$ cat config.mk
export PLATFORM = sky130hd
export DESIGN_NAME = sat_counter
export DESIGN_NICKNAME = d
export VERILOG_FILES = /design/src/rtl/count_seq_checker_sat_counter.sv
export SDC_FILE = /design/constraint.sdc
export NUM_CORES = 1
export LEC_CHECK = 0
export CAP_MARGIN = 20
export CORE_AREA = 10 10 47 49
export DETAILED_ROUTE_END_ITERATION = 16
export DIE_AREA = 0 0 57 59
export PLACE_DENSITY_LB_ADDON = 0.25
export REMOVE_ABC_BUFFERS = 1
export SLEW_MARGIN = 20
export SYNTH_ARGS = -nofsm -noshare
export SYNTH_HDL_FRONTEND = slang
export SYNTH_SLANG_ARGS = --single-unit
$ cat constraint.sdc
create_clock -name clk -period 1.3 [get_ports clk]
set_input_delay 0.26 -clock clk [delete_from_list [all_inputs] [get_ports clk]]
set_output_delay 0.26 -clock clk [all_outputs]
set_load 0.02 [all_outputs]
$ cat src/rtl/count_seq_checker_sat_counter.sv
// Saturating up-counter with synchronous clear; clr together with inc loads 1.
module sat_counter #(
  parameter int W = 8
) (
  input  logic         clk,
  input  logic         rst,
  input  logic         clr,
  input  logic         inc,
  output logic [W-1:0] q
);
  always_ff @(posedge clk) begin
    if (rst) begin
      q <= '0;
    end else if (clr) begin
      q <= inc ? W'(1) : '0;
    end else if (inc && (q != '1)) begin
      q <= q + W'(1);
    end
  end
endmodule

### Yosys cells after proc, flatten, opt, wreduce, memory -nomap -nowiden

Cells that the tools add are included.

| operators by class | value |
|---|---|
| reduce and logical (&&, ||, !) cells | 2 |
| multiplexer cells | 3 |
| eq/ne operators | 1 |
| $add $sub $neg | 1 |

Operator list:

| cell | number |
|---|---|
| 8-bit two-way mux | 2 |
| 8-bit by 1-bit adder with 8-bit output, second input constant | 1 |
| 8-bit != test, second input constant | 1 |
| 2-bit nonzero test | 1 |
| 1-bit logical AND | 1 |
| 1-bit two-way mux | 1 |

| storage, ports and cells | value |
|---|---|
| bits in registers | 8 |
| output and inout port bits | 8 |
| input port bits | 4 |
| logic and storage cells | 8 |

### Logic depth before layout (Yosys ltp)

Gate-level depths: netlist of run 1.

| logic depth | value |
|---|---|
| depth after elaboration | 4 |
| depth in mapped cells | 4 |

### Worst setup path after synthesis of run 1

Ideal clock, no wire load.

| path | value |
|---|---|
| path kind | reg-to-reg |
| from | register q[1] |
| to | register q[6] |
| setup time | 124 ps |
| arrival | 1,229 ps |
| cell stages (with the launch flop) | 5 |
| buffers on the path | 0 |
| required time | 1,176 ps |
| period minus slack after synthesis | 1,353 ps |
| setup slack | -53 ps |
| path through | dfxtp_1 > ha_1 > nand3_1 > o41ai_1 > nor2_1 |

| on the way | value |
|---|---|
| longest elaborated chain between the ends | 3 |

Ends and longest elaborated chain:

| what | RTL line | text |
|---|---|---|
| start: declaration | 9 | `output logic [W-1:0] q` |
| start signal: assignment | 15 | `q <= inc ? W'(1) : '0;` |
| start signal: assignment | 17 | `q <= q + W'(1);` |
| 8-bit by 1-bit adder with 8-bit output or 8-bit != test (tied branches) | 17, 16 |  |
| 8-bit two-way mux or 1-bit logical AND (tied branches) | 16 | `end else if (inc && (q != '1)) begin` |
| 8-bit two-way mux or 2-bit nonzero test (tied branches) | -- |  |

Parallel ways exist; a longest one is shown, timed or not. The select of a mux whose other input is x is not followed.
A chain may end at the register's enable or synchronous reset.

### Worst setup path after layout of run 1

| path | value |
|---|---|
| from | register q[5] |
| to | output q[5] |

No word-level cell between the ends.

==> impl_metrics.ini, run 1 <==
[run_status]
status = finished clean

[drt]
drt-initial-drc-count = 8
wl_mm = 1.31
drc = 0
ant_nets = 0
vias_per_cell = 5.41
drt_pass1_iterations = 4
wl_per_cell_microns = 13.4
vias = 530

[setup_path]
arrival_ns = 1.00
rrSetupSlack_ns = 0.06
critical_path_buf_inv_count = 1
cp_slowest_stage_delay_ns = 0.40
start_kind = register
path_cells = clkdlybuf4s15_1
critPathMaxFanout = 5
worst_path_max_delay_cell = dfxtp_1
cp-end-kind = primary output
reg2regPathDepth = 4
crit_family = flip-flops
reg2reg_from = q[1]$_SDFFE_PP0P_
reg2reg_to = q[0]$_SDFFE_PP0P_
crit_required_ns = 1.04
critical_path_class = register to primary output

[yosys]
ys_ff_latch = 8
syn_inst = 53
synth.top_cells.by_area = dfxtp_1, mux2i_1, a31oi_1, a21oi_1, nand2_1
synth_area_sq_um = 444
synth_top_area_share_pct = 36.1
synth_commonest_cells = dfxtp_1, nand2_1, a21oi_1, a31oi_1, inv_1
synth_edf_count = 0
avgSynthCellArea_sq_um = 8.38
post-synth-top-count-cell = dfxtp_1
synthFlopType = dfxtp_1
yosys_warnings = 0
ys_types = 25
synth_top_area_cell = dfxtp_1
seq_area_frac_synth_pct = 36.1
ys_async_sr_fraction_pct = 0

[die]
core_area_sq_um = 1400
die-height_microns = 59
die_w_microns = 57
initial_core_util_pct = 31.7
die-area_sq_um = 3360
rows = 14
io_pins = 12

[power]
power_density_nw_per_um2 = 710
p_leak_uw = 0.000330
total_power_uw = 526
irDropWorstVdd_mv = 0.452

[global_routing]
grt_pass1_wl_mm = 2.28
met1_usage_pct = 8.70
gr-usage-all-layers_pct = 8.18
use_met2_pct = 13.6
overflow = 0
antenna_found_initial = 0
busiest_layer = met2
grt_pass1_vias = 509
grtUsageMet3_pct = 4.08
grt_start_max_net_pins = 9

[timing]
slew_headroom_pct = 80.9
setup_viol = 0
finalCriticalPeriod_ns = 1.26
period_share_pct = 96.8
tightestPinTransition_ns = 0.282
hold_viol_final = 0
finalMaxSlewViolations = 0
rsz0062_at_grt = false
fmax_mhz = 795
final.setup.worst_slack_ns = 0.0422
finClkSkew_ns = 0.00498

[placed_design]
dp_hpwl_microns = 943
pre_cts_ws_ns = -0.282
io_buffers = 11
gp_congestion = 0.907
dp.cells = 95

[clocking]
clk_root_buffer_cell = clkbuf_4
cts_buffer_depth = 2
post_cts.repair.setup_buffers = 0
numCtsBuffers = 3
clkLatencyLatePin_ns = 0.26
h-tree-depth = 1
clk_pin_slew_worst_paths_ns = 0.06
cts_hold_buf = 0
cts_sinks = 8
cts_tree = built

[layout]
final_nets = 89
diodes = 0
syn_to_final_growth_pct = 66.8
drive_above_1_share_pct = 35.4
final_cell_count_no_fill = 98
largest_reg_flops = 8
regMostFlops = q
top_regs = q: 8 flops
fillers = 134

[hold_path]
hold_path.class = register to register
whs_path_depth = 2
min-delay-start = q[1]$_SDFFE_PP0P_
min_to = q[1]$_SDFFE_PP0P_

[flow_run]
cap_viol_max_count = 0
-- cell families after synthesis --
| family | Yosys count | share of synthesized area [%] |
|---|---|---|
| DFF | 8 | 36.1 |
| adders and majority gates | 1 | 2.82 |
| buffers and inverters | 5 | 5.07 |
| muxes | 3 | 6.76 |
| and+or+nand+nor | 21 | 27.1 |
| AOI/OAI and AO/OA | 15 | 22.3 |
-- cells in the final DEF, fill, tap and decap left out, types with 2 or more instances in the layout --
cell type | netlist | layout
a21oi_1 | 4 | 4
a31oi_1 | 4 | 3
and4_1 | 2 | 2
buf_4 | 1 | 16
clkbuf_4 | 0 | 3
clkdlybuf4s15_1 | 0 | 2
clkdlybuf4s50_1 | 0 | 2
dfxtp_1 | 8 | 6
dfxtp_2 | 0 | 2
dlygate4sd2_1 | 0 | 7
inv_1 | 4 | 4
mux2i_1 | 3 | 3
nand2_1 | 5 | 5
nand4_1 | 3 | 3
nor2_1 | 2 | 2
o21ai_0 | 2 | 2
-- layer usage --
| layer | vias to the layer above | share of wire, % |
|---|---|---|
| li1 | 265 | - |
| met1 | 250 | 44 |
| met2 | 13 | 49 |
| met3 | 2 | 6.1 |
| met4 | 0 | 0.99 |
| met5 | - | 0 |
-- layout make-up --
class,instances,area (sq um),share of cell area (%)
sequential,8,163,22.0
tap,16,20.0,2.70
timing repair buffer,27,221,29.9
multi-input combinational,40,299,40.4
inverter,4,15.0,2.03
clock buffer,3,22.5,3.04
-- what timing repair did --
| item | 4_1_cts | 5_1_grt |
|---|---|---|
| pin swaps | 0 | 1 |
| endpoints found under the setup margin | 10 | 6 |
| gates resized for setup | 10 | 10 |
-- metrics by stage --
step / setup TNS [ns] / hold slack, ns / cell area [sq um] / utilization, %
after global routing: 0 / 0.519 / 741 / 52.9
after detailed placement: -1.25 / 0.492 / 687 / 49.0
after global placement: -1.10 / 0.485 / 687 / 49.0
after floorplan: -0.164 / 0.329 / 437 / -
final: 0 / 0.494 / 741 / 52.9
after CTS: 0 / 0.501 / 701 / 50.0
-- report_power, final --
part	internal (uW)	leakage, uW	switching (uW)	total (uW)
logic	36.8	0.000251	31.8	68.7
registers	250	0.0000655	4.99	255
clock network	106	0.0000138	96.0	202
-- how the worst max path moves through the flow --
| stage | cells past startpoint | to | startpoint | slack, ns |
|---|---|---|---|---|
| 3_5_place_dp | 4 | q[5]$_SDFFE_PP0P_ | inc | -0.28 |
| 2_1_floorplan | 4 | q[6]$_SDFFE_PP0P_ | q[1]$_SDFFE_PP0P_ | -0.05 |
| 3_3_place_gp | 4 | q[5]$_SDFFE_PP0P_ | inc | -0.26 |
| 6_report | 1 | q[5] | q[5]$_SDFFE_PP0P_ | 0.04 |
| 4_1_cts | 4 | q[6]$_SDFFE_PP0P_ | q[1]$_SDFFE_PP0P_ | 0.02 |
| 5_1_grt | 1 | q[6] | q[6]$_SDFFE_PP0P_ | 0.001 |
(Power assumes the default switching activity.)
==> run 2: changes to the inputs <==
- ABC_AREA: unset -> 1
- clock period: 1.3 -> 1.5 ns (I/O delays scaled with it)
==> run 2 against run 1 <==
Sequential share of layout area is 2.3 points higher. Synthesized cell count is 42% higher. Count of clock-buffer cells in the layout stayed put. Synthesized area is 11% higher. Largest power group unchanged. Highest routed layer unchanged.
==> impl_metrics.ini, run 2 <==
[layout]
multi_input_area_sq_um = 294
final_nets = 100
final-seq-area_sq_um = 161
regMostFlops = q
fillers = 156
drive_above_1_share_pct = 18.3
layout_common_cells = nand2_1, nor2_1, inv_1, nand3_1, dlygate4sd2_1
top_regs = q: 8 flops
largest_reg_flops = 8
final_common_cell = nand2_1
diodes = 0
syn_to_final_growth_pct = 35.4

[hold_path]
hold_path.class = register to register

[die]
io_pins = 12
rows = 14
die-area_sq_um = 3360
core_area_sq_um = 1400
die-height_microns = 59
initial_core_util_pct = 35.1
die_w_microns = 57

[setup_path]
cp_slowest_stage_delay_ns = 0.41
arrival_ns = 1.04
worst_path_max_delay_cell = dfxtp_1
cp-end-kind = primary output
start_kind = register
critPathMaxFanout = 5
crit_family = flip-flops
critical_path_class = register to primary output
path_cells = dlygate4sd2_1
critical_path_buf_inv_count = 1
crit_required_ns = 1.20
rrSetupSlack_ns = 0.16

[placed_design]
gp_congestion = 0.824
dp_hpwl_microns = 959
io_buffers = 11

[drt]
drc = 0
wl_mm = 1.22
vias = 535
wl_met1_microns = 518
drt_pass1_iterations = 4
wl_met3_microns = 106
top_layer = met4
wl_per_cell_microns = 11.2
vias_per_cell = 4.91
ant_nets = 0
met2WireLength_microns = 542
drt-initial-drc-count = 16

[timing]
whs_ns = 0.466
finalCriticalPeriod_ns = 1.34
fmax_mhz = 745
tightestPinTransition_ns = 0.246
finClkSkew_ns = 0.00232
finalMaxSlewViolations = 0
setup_viol = 0
rsz0062_at_grt = false
setup_tns_ns = 0
hold_viol_final = 0
period_share_pct = 89.4
slew_headroom_pct = 83.6

[yosys]
synthFlopType = dfxtp_1
seq_area_frac_synth_pct = 32.6
synth_edf_count = 0
synth_top_area_cell = dfxtp_1
synth_area_sq_um = 492
yosys_warnings = 0
ys_async_sr_fraction_pct = 0
avgSynthCellArea_sq_um = 6.56
synth.top_cells.by_area = dfxtp_1, nand2_1, nand3_1, nor2_1, inv_1
synth_top_area_share_pct = 32.6
synth_commonest_cells = nand2_1, nor2_1, inv_1, nand3_1, dfxtp_1
ys_ff_latch = 8
ys_types = 18
post-synth-top-count-cell = nand2_1
syn_inst = 75

[clocking]
cts_sinks = 8
cts_hold_buf = 0
clk_pin_slew_worst_paths_ns = 0.06
h-tree-depth = 1
clk_root_buffer_cell = clkbuf_4
cts_tree = built
clkLatencyLatePin_ns = 0.27
post_cts.repair.setup_buffers = 0
numCtsBuffers = 3
cts_buffer_depth = 2

[global_routing]
grt_pass1_vias = 470
antenna_found_initial = 0
gr-usage-all-layers_pct = 7.85
overflow = 0
grt_start_max_net_pins = 9
grt_pass1_wl_mm = 2.07

[power]
power_density_nw_per_um2 = 711
irDropWorstVdd_mv = 0.451
p_leak_uw = 0.000320

[run_status]
status = finished clean

[flow_run]
cap_viol_max_count = 0
run 2: cell type report:
cell class | count | share of cell area (%)
Multi-Input combinational cell | 57 | 44.2
Sequential cell | 8 | 24.2
Timing Repair Buffer | 15 | 19.5
Inverter | 10 | 5.64
Clock buffer | 3 | 3.38
Tap cell | 16 | 3.01
run 2: worst paths after layout:
| path | to | cells after the start | from |
|---|---|---|---|
| max | q[4] | 1 | q[4]$_SDFFE_PP0P_ |
| min | q[6]$_SDFFE_PP0P_ | 2 | q[6]$_SDFFE_PP0P_ |
| max reg2reg | q[5]$_SDFFE_PP0P_ | 8 | q[1]$_SDFFE_PP0P_ |
| min reg2reg | q[6]$_SDFFE_PP0P_ | 2 | q[6]$_SDFFE_PP0P_ |
run 2: stage by stage:
step	setup WS, ns	total power [uW]	utilization (%)	cells	area [sq um]
after floorplan	0.0709	266	-	75	492
after global placement	0.116	302	46.5	106	652
after detailed placement	0.118	302	46.5	106	652
after CTS	0.110	479	47.4	109	664
after global routing	0.0307	487	47.5	109	666
final	0.158	473	47.5	109	666
run 2: cells by family after synthesis:
logic type	after synthesis	share of synthesized area [%]
buf+inv	10	7.63
compound gates	9	9.92
simple gates	47	47.3
fa+ha+maj	1	2.54
flops	8	32.6
run 2: routing by layer:
metal	GRT usage, %	up-vias
li1	-	280
met3	3.22	5
met5	0	-
met1	8.62	229
met2	10.9	21
met4	8.05	0
run 2: worst register-to-register path: cells and delay by family (launching register included):
| family | cells | cell delay, ns |
|---|---|---|
| DFF | 1 | 0.37 |
| and+or+nand+nor | 7 | 0.68 |
| adders and majority gates | 1 | 0.20 |
run 2: power breakdown:
part	total (uW)	internal [uW]	switching, uW
combinational	67.9	28.6	39.3
clock	180	92.5	87.7
sequential	225	219	6.21
run 2: timing repair:
item                                    in CTS  in global routing
endpoints found under the hold margin        0                  0
endpoints found under the setup margin       8                  2
resized for setup                            8                  1
==> run 3: changes to the inputs <==
- ABC_AREA: 1 -> unset
- MAX_ROUTING_LAYER: unset -> met4
==> run 3 against run 2 <==
Core utilization down 0.80 points. Maximum frequency down 4.8%. Count of clock-buffer cells in the layout unchanged. Worst hold slack better by 0.053 ns. Clock power about the same. Die area unchanged. Via count down 6.4%. Largest cell class unchanged. Cell count down 17%. Sequential power down 3%. Design area down 1.7%. Critical path depth up 4.
==> impl_metrics.ini, run 3 (synthesis gave the netlist of run 1 again) <==
[global_routing]
overflow = 0
gr-usage-all-layers_pct = 8.06
grt_pass1_wl_mm = 2.13
grt_pass1_vias = 482
busiest_layer = met2
antenna_found_initial = 0
met1_usage_pct = 8.96
grtUsageMet3_pct = 3.00
use_met2_pct = 11.8
grt_start_max_net_pins = 9

[setup_path]
critical_path_class = primary input to register
worst_path_max_delay_cell = clkdlybuf4s50_1
start_kind = primary input
startpoint = inc
reg2reg_from = q[1]$_SDFFE_PP0P_
crit_required_ns = 1.64
critPathMaxFanout = 5
path_cells = clkdlybuf4s50_1 -> buf_4 -> nand4_1 -> a211oi_1 -> a2111oi_2
cp-end-kind = register
critical_path_buf_inv_count = 2
crit_family = buffers and inverters
cp_slowest_stage_delay_ns = 0.55
arrival_ns = 1.55

[hold_path]
hold_path.class = register to register
min-delay-start = q[1]$_SDFFE_PP0P_

[die]
die-area_sq_um = 3360
rows = 14
core_area_sq_um = 1400
io_pins = 12
die_w_microns = 57
die-height_microns = 59
initial_core_util_pct = 31.7

[clocking]
numCtsBuffers = 3
clkLatencyLatePin_ns = 0.27
clk_root_buffer_cell = clkbuf_4
h-tree-depth = 1
post_cts.repair.setup_buffers = 0
cts_sinks = 8
cts_buffer_depth = 2
clk_pin_slew_worst_paths_ns = 0.06
cts_tree = built

[layout]
drive_above_1_share_pct = 21.3
regMostFlops = q
largest_reg_flops = 8
top_regs = q: 8 flops
layout_common_cells = buf_4, dlygate4sd2_1, dfxtp_1
multi_input_area_sq_um = 269
syn_to_final_growth_pct = 47.3
final-seq-area_sq_um = 160
fillers = 160
final_nets = 82
diodes = 0
final_common_cell = buf_4

[power]
power_density_nw_per_um2 = 682
irDropWorstVdd_mv = 0.421
p_leak_uw = 0.000294
total_power_uw = 446

[drt]
wl_mm = 1.20
wl_per_cell_microns = 13.2
vias_per_cell = 5.51
ant_nets = 0
vias = 501
drt-initial-drc-count = 9
drc = 0
drt_pass1_iterations = 4

[timing]
whs_ns = 0.519
hold_viol_final = 0
finalCriticalPeriod_ns = 1.41
rsz0062_at_grt = false
slew_headroom_pct = 80.1
fmax_mhz = 709
finClkSkew_ns = 0.00433
period_share_pct = 94.0
finalMaxSlewViolations = 0
tightestPinTransition_ns = 0.296
setup_viol = 0

[flow_run]
cap_viol_max_count = 0

[placed_design]
gp_congestion = 0.851
dp_hpwl_microns = 933
io_buffers = 11

[run_status]
status = finished clean
[run 3: area by class of cell]
cell class	instances	area share, %
flip-flops and latches	8	24.5
clock buffers	3	3.44
repair buffers	20	25.6
multi-input cells	40	41.1
well taps	16	3.06
inverters	4	2.29
[run 3: where the power goes]
group / switching (uW) / internal [uW] / total [uW]
logic: 23.8 / 25.6 / 49.5
registers: 2.79 / 216 / 218
clock network: 86.1 / 92.4 / 179
total: 113 / 334 / 446
[run 3: path summary, 6_finish.rpt]
| check | slack, ns | to | cells after the start |
|---|---|---|---|
| worst max register to register | 0.17 | q[1]$_SDFFE_PP0P_ | 4 |
| worst min register to register | 0.52 | q[1]$_SDFFE_PP0P_ | 2 |
| worst max-delay path | 0.09 | q[5]$_SDFFE_PP0P_ | 5 |
| worst min-delay path | 0.52 | q[1]$_SDFFE_PP0P_ | 2 |
[run 3: routing by layer]
layer | wire length (microns) | part of all wire (%) | up-vias
li1 | - | - | 250
met1 | 555 | 46 | 227
met2 | 549 | 46 | 19
met3 | 68 | 5.7 | 5
met4 | 29 | 2.4 | 0
met5 | 0 | 0 | -
[run 3: tightest hold or removal path: cells and delay by family (launching register included)]
kind | cells | cell delay (ns)
and+or+nand+nor | 1 | 0.07
DFF | 1 | 0.34
muxes | 1 | 0.06
[run 3: through the flow]
stage                     utilization [%]  std cells  instance area (sq um)  setup slack, ns  setup TNS (ns)
final                                46.7         91                    654           0.0901               0
after global routing                 46.7         91                    654           0.0474               0
after CTS                            46.2         91                    647           0.0990               0
after detailed placement             45.3         88                    634           -0.170          -0.271
after global placement               45.3         88                    634           -0.101          -0.199
after floorplan                         -         52                    437            0.147               0
[run 3: repair_timing]
| item | 4_1_cts | 5_1_grt |
|---|---|---|
| endpoints found under the setup margin | 8 | 5 |
| gates resized for setup | 8 | 2 |
| hold buffers | 0 | 0 |
